--- src/rtl/servstolic_pkg.sv ---
// Shared constants and types for the servstolic q-vector logger.
package servstolic_pkg;

  // Width of the saturating lost-event counter.
  localparam int DROP_W = 16;
  localparam logic [DROP_W-1:0] DROP_MAX = '1;

  // FIFO operation for a cycle, encoded as {write accepted, read accepted}.
  typedef enum logic [1:0] {
    OP_IDLE = 2'b00,
    OP_POP  = 2'b01,
    OP_PUSH = 2'b10,
    OP_BOTH = 2'b11
  } fifo_op_e;

  // Record layout: timestamp sits above the q snapshot.
  function automatic int rec_ts_lsb(input int nq);
    return nq;
  endfunction

  function automatic int rec_ts_msb(input int nq, input int ts_w);
    return nq + ts_w - 1;
  endfunction

endpackage

--- src/rtl/servstolic_sync_fifo.sv ---
// Show-ahead synchronous FIFO: rd_data always reflects the head entry while
// not empty. A write while full is accepted only when a read retires the head
// on the same edge. Occupancy is kept as an explicit counter.
module servstolic_sync_fifo
  import servstolic_pkg::*;
#(
  parameter int width = 48,
  parameter int depth = 16
) (
  input  logic                     clk,
  input  logic                     srst,
  input  logic                     wr_en,
  input  logic [width-1:0]         wr_data,
  output logic                     full,
  input  logic                     rd_en,
  output logic [width-1:0]         rd_data,
  output logic                     empty,
  output logic [$clog2(depth):0]   level
);

  localparam int AW = $clog2(depth);
  localparam logic [AW:0] LEVEL_FULL = (AW + 1)'(depth);

  logic [width-1:0] mem [depth];
  logic [AW-1:0]    wr_ptr_reg;
  logic [AW-1:0]    rd_ptr_reg;
  logic [AW:0]      level_reg;
  logic [AW:0]      level_next;
  logic             wr_ok;
  logic             rd_ok;
  fifo_op_e         op;

  assign empty   = (level_reg == '0);
  assign full    = (level_reg == LEVEL_FULL);
  assign level   = level_reg;
  assign rd_data = mem[rd_ptr_reg];

  // Reads on an empty FIFO are ignored; a full FIFO takes a write only
  // when the head leaves on the same edge.
  assign rd_ok = rd_en & ~empty;
  assign wr_ok = wr_en & (~full | rd_ok);

  // Occupancy update from the accepted operations of this cycle.
  always_comb begin
    op         = fifo_op_e'({wr_ok, rd_ok});
    level_next = level_reg;
    case (op)
      OP_PUSH: level_next = level_reg + 1'b1;
      OP_POP:  level_next = level_reg - 1'b1;
      default: level_next = level_reg;
    endcase
  end

  // Pointer and occupancy registers; reset discards all contents.
  always_ff @(posedge clk) begin
    if (srst) begin
      wr_ptr_reg <= '0;
      rd_ptr_reg <= '0;
      level_reg  <= '0;
    end else begin
      if (wr_ok) wr_ptr_reg <= wr_ptr_reg + 1'b1;
      if (rd_ok) rd_ptr_reg <= rd_ptr_reg + 1'b1;
      level_reg <= level_next;
    end
  end

  // Storage array; contents need no reset since level gates visibility.
  always_ff @(posedge clk) begin
    if (wr_ok) mem[wr_ptr_reg] <= wr_data;
  end

endmodule

--- src/rtl/servstolic_q_logger.sv ---
// Watches the servstolic core status vector, timestamps every change with a
// free-running cycle counter and streams {ts, q} records through a FIFO.
// Events arriving while the FIFO is full (and not draining) are counted.
module servstolic_q_logger
  import servstolic_pkg::*;
#(
  parameter int nq    = 16,
  parameter int ts_w  = 32,
  parameter int depth = 16
) (
  input  logic                    wb_clk,
  input  logic                    wb_rst,
  input  logic [nq-1:0]           q,
  input  logic                    en,
  output logic                    m_valid,
  input  logic                    m_ready,
  output logic [ts_w+nq-1:0]      m_data,
  output logic [$clog2(depth):0]  level,
  output logic [DROP_W-1:0]       drop_cnt
);

  localparam int TS_LSB = rec_ts_lsb(nq);
  localparam int TS_MSB = rec_ts_msb(nq, ts_w);
  localparam int REC_W  = ts_w + nq;

  logic [ts_w-1:0]   ts_reg;
  logic [ts_w-1:0]   ts_next;
  logic [nq-1:0]     q_prev_reg;
  logic [DROP_W-1:0] drop_reg;
  logic [DROP_W-1:0] drop_next;
  logic              chg;
  logic              push_req;
  logic              drop_ev;
  logic              fifo_full;
  logic              fifo_empty;
  logic [REC_W-1:0]  rec;

  // A change is any difference against the previous sample; the very first
  // comparison after reset is against zero.
  assign chg      = (q != q_prev_reg);
  assign push_req = chg & en;

  // When full, only a same-edge pop (m_valid is guaranteed high) makes room.
  assign drop_ev  = push_req & fifo_full & ~m_ready;

  // Record assembly: timestamp of the cycle q was first seen different.
  always_comb begin
    rec                = '0;
    rec[TS_MSB:TS_LSB] = ts_reg;
    rec[TS_LSB-1:0]    = q;
  end

  // Next-state for the counters; ts wraps silently, drop count saturates.
  always_comb begin
    ts_next   = ts_reg + 1'b1;
    drop_next = drop_reg;
    if (drop_ev && (drop_reg != DROP_MAX)) drop_next = drop_reg + 1'b1;
  end

  // Timestamp, previous-q and drop counter registers. q_prev follows q
  // regardless of en or full so re-enabling never fires a stale event.
  always_ff @(posedge wb_clk) begin
    if (wb_rst) begin
      ts_reg     <= '0;
      q_prev_reg <= '0;
      drop_reg   <= '0;
    end else begin
      ts_reg     <= ts_next;
      q_prev_reg <= q;
      drop_reg   <= drop_next;
    end
  end

  servstolic_sync_fifo #(
    .width (REC_W),
    .depth (depth)
  ) u_fifo (
    .clk     (wb_clk),
    .srst    (wb_rst),
    .wr_en   (push_req),
    .wr_data (rec),
    .full    (fifo_full),
    .rd_en   (m_ready),
    .rd_data (m_data),
    .empty   (fifo_empty),
    .level   (level)
  );

  assign m_valid  = ~fifo_empty;
  assign drop_cnt = drop_reg;

endmodule

--- config.mk ---
export PLATFORM = sky130hd
export DESIGN_NAME = servstolic_q_logger
export DESIGN_NICKNAME = d
export VERILOG_FILES = /design/src/rtl/servstolic_pkg.sv /design/src/rtl/servstolic_sync_fifo.sv /design/src/rtl/servstolic_q_logger.sv
export SDC_FILE = /design/constraint.sdc
export NUM_CORES = 1
export LEC_CHECK = 0
export ABC_AREA = 1
export BUFFER_PORTS_ARGS = -buffer_cell sky130_fd_sc_hd__buf_2
export CAP_MARGIN = 15
export CORE_ASPECT_RATIO = 0.5
export CORE_MARGIN = 2
export CORE_UTILIZATION = 62
export CTS_CLUSTER_SIZE = 10
export DETAILED_ROUTE_END_ITERATION = 10
export PLACE_DENSITY = 0.79
export RECOVER_POWER = 25
export SYNTH_ARGS = -nofsm -noshare
export SYNTH_HDL_FRONTEND = slang
export SYNTH_SLANG_ARGS = --single-unit
--- constraint.sdc ---
create_clock -name wb_clk -period 4.45 [get_ports wb_clk]
set_input_delay 0.445 -clock wb_clk [delete_from_list [all_inputs] [get_ports wb_clk]]
set_output_delay 0.445 -clock wb_clk [all_outputs]
set_load 0.05 [all_outputs]
==> summary.txt <==
Outcome
  – Status: finished, violations left
  – Failing checks: capacitance limit, slew limit

Pwr
  – Pwr per Cell Area: 503.4 mW/mm^2
  – Sequential share of power: 0.458
  – Worst vdd ir: about 0.00036 V
  – Internal: 0.01381 W
  – Post-route total power: 0.01951 W
  – P_sw: about 0.0057 W
  – Clock share of power: 0.361
  – Gate power share: 0.181
  – Switching share of total power: 0.2921
  – Leakage: 13.42 nW

Finish
  – Inserted Diodes: 0
  – Cell Count, Final, Fillers Out: 3556
  – Max reg flops: between 700 and 800
  – Fin util: 0.7006
  – Layout area overhead: 12.02%
  – Final #Nets: 2751
  – Share of cells above drive strength 1: 0.09929
  – # fillers: between 3000 and 4000
  – Multi-input logic area: about 0.0082 sq mm
  – Register Area: 0.02470 sq mm

Worst setup path
  – Top cell family by delay on the critical path: buffers and inverters
  – Crit end category: output port
  – Slowest CP cell: dfxtp_4
  – Largest fanout on the critical path: 52
  – Required time of the worst setup path: roughly 4000 ps
  – Cell mode on critical path: o21ai_0
  – CP peak stage delay: 830 ps
  – CP startpoint kind: flip-flop
  – Cell chain of the critical path: buf_4 -> a21oi_1 -> o21ai_0 -> o21ai_0 -> o211ai_1 -> nand2_1 -> buf_2
  – WS Path Type: flip-flop to output port
  – Crit path buffers/inverters: 2
  – Setup slack, reg-to-reg: between 1000 and 1500 ps
  – Worst Path Arrival: between 3000 and 4000 ps

STA
  – Final setup fails: 0
  – Tcrit/Tclk final: 0.8439
  – Slew Limit Fails: just under 60
  – TNS Setup: 0 ps
  – Worst-margin pin slew: roughly 3500 ps
  – Clock skew: between 40 and 50 ps
  – Worst Slack Setup Final: between 600 and 700 ps
  – Fmax: 0.2663 GHz
  – Final Hold Fails: 0
  – Max-Slew Margin vs Limit: -1.324
  – Final Critical Period: 3755 ps
  – RSZ-0062 raised after global routing: false

Clock network
  – Post-CTS Hold Buffers: 0
  – Post-CTS Setup Repair Bufs: 0
  – Clock Sink Count: 849
  – Cts repair resizes: 0
  – Bufs on Longest Clock Path: 3
  – H-tree depth: 3
  – Root buf cell: clkbuf_16
  – Worst skew pair latency: around 650 ps
  – CTS tree: built
  – CTS clk-pin slew, worst paths: roughly 50 ps
  – CTS Buf Count: 94

Logic synthesis
  – Synth top area share: 0.6664
  – Synth Flop Type: edfxtp_1
  – Most common cell in the netlist: edfxtp_1
  – Biggest area consumer among synthesized cells: edfxtp_1
  – Sequential fraction of the synthesis area: 0.7133
  – FFs w/ async S/R, synth: 0
  – Seq cells post-synth: around 850
  – Syn_area_per_cell: 13.16 sq um
  – Ys Warns: 0
  – Most instantiated cells after synthesis: 768 x edfxtp_1, 286 x inv_1, 254 x o21ai_0
  – Synthesized instance count: 2630
  – Post-Synthesis Cell Area: between 0.03 and 0.04 sq mm
  – Synthesized net count: 2661
  – Post-synth EDFFs: ~770
  – Main area contributors after synthesis: edfxtp_1 67%, mux2i_1 5.6%, dfxtp_1 4.7%, o211ai_1 4.2%, o21ai_0 3.7%
  – Cell variety after synth: 43

GRT
  – GRT Util Overall: 0.2828
  – First-pass GRT wire length: ~120000 um
  – Initial antenna violation count: 0
  – Total grt overflow: 0
  – Vias in the first global route: 21318
  – Largest net degree at the start of global routing: 125

Floorplanning
  – Chip width: ~340 um
  – Io pins: 90
  – Num rows: 61
  – Die area: 0.05784 sq mm
  – Initial Util: 0.6254
  – Die H: 171.1 um
  – Core ar.: about 0.055 sq mm

Route
  – Initial DRC Count: a little under 3000
  – Post-DRT Antenna Nets: 0
  – Pre-Repair DR Iteration Count: 7
  – Vias/cell: approximately 6
  – Residual DRC count: 0
  – Routed WL: just over 80000 um
  – Vias: 21912
  – DR WL/cell: 23.12 um

Placed design
  – Pre-CTS WS: between 900 and 1000 ps
  – Final HPWL DP: approximately 44000 um
  – GPL Wtd Cong: roughly 0.83
  – Cells after DPL: between 3000 and 4000
  – IO buf count: roughly 90

Hold path
  – Worst min-delay path class: input pin to flip-flop

Flow run
  – Max Cap Violations: 1
-- cells in the final DEF, fill, tap and decap left out, types with 5 or more instances in the layout --
cell type	netlist	routed
a21oi_1	215	215
a21oi_2	10	10
buf_12	1	16
buf_2	26	72
buf_4	21	34
clkbuf_1	86	94
clkbuf_16	0	94
dfxtp_1	81	77
edfxtp_1	768	768
ha_1	10	10
inv_1	286	285
mux2i_1	192	192
nand2_1	209	209
nand3_1	74	74
nand4_1	11	11
nor2_1	100	84
nor2_4	2	18
nor3_1	18	18
nor4_1	5	5
o211ai_1	192	192
o21ai_0	254	254
xor2_1	22	22
-- layout make-up --
cell class | instances | area share
clock buffer | 169 | 0.06794
clock inverter | 7 | 0.003550
inverter | 291 | 0.02834
multi-input combinational | 1343 | 0.2128
sequential | 849 | 0.6370
tap | 756 | 0.02440
timing repair buffer | 141 | 0.02598
-- cell families after synthesis --
family,count (synthesis),share of synthesized area
AOI/OAI and AO/OA,675,0.1128
muxes,192,0.05553
and+or+nand+nor,440,0.05604
buffers and inverters,438,0.05185
xor gates and xnor gates,25,0.006327
adders and majority gates,11,0.004194
DFF,849,0.7133
-- power groups by stage --
stage,Clock (W),Sequential (W),Combinational [W]
final,0.00704,0.00894,0.00353
after global routing,0.00740,0.00895,0.00381
after CTS,0.00707,0.00894,0.00352
after detailed placement,0,0.00910,0.00348
after global placement,0,0.00909,0.00340
after floorplan,0,0.00904,0.00268
-- worst register-to-register path, cell delays in order, from the launching register on --
cell	delay (ps)
dfxtp_1	310
inv_1	50
nand2_1	50
nand2_1	100
nor2_1	40
nand2_1	90
nor2_1	60
nand2_1	390
nand3_1	340
inv_1	200
nand2_1	260
nor2_4	760
buf_12	270
-- worst paths after layout --
check | startpoint | to | cells past startpoint
worst min register to register | u_fifo.rd_ptr_reg[2] | flip-flop | 2
worst max-delay path | flip-flop | m_data[37] | 7
worst max register to register | q_prev_reg[11] | u_fifo.mem[5][9] | 12
worst min-delay path | q[5] | q_prev_reg[5] | 3
-- metrics by stage --
| step | hold WS [ps] | area (sq um) |
|---|---|---|
| 6_report | 150.8 | 38770 |
| 5_1_grt | 164.3 | 38770 |
| 4_1_cts | 90.62 | 38800 |
| 3_5_place_dp | 476.6 | 36030 |
| 3_3_place_gp | 460.2 | 36030 |
| 2_1_floorplan | 446.8 | 34610 |
-- routing by layer --
layer  global-route usage  share of wire  vias to the layer above  routed length (um)
li1                     -              -                     9761                   -
met1               0.4048           0.41                    10725               33660
met2               0.4412           0.46                     1271               37690
met3              0.06000           0.11                      155                8841
met4              0.08657          0.025                        0                2037
met5                    0              0                        -                   0
Power figures use the tool's default switching activity.
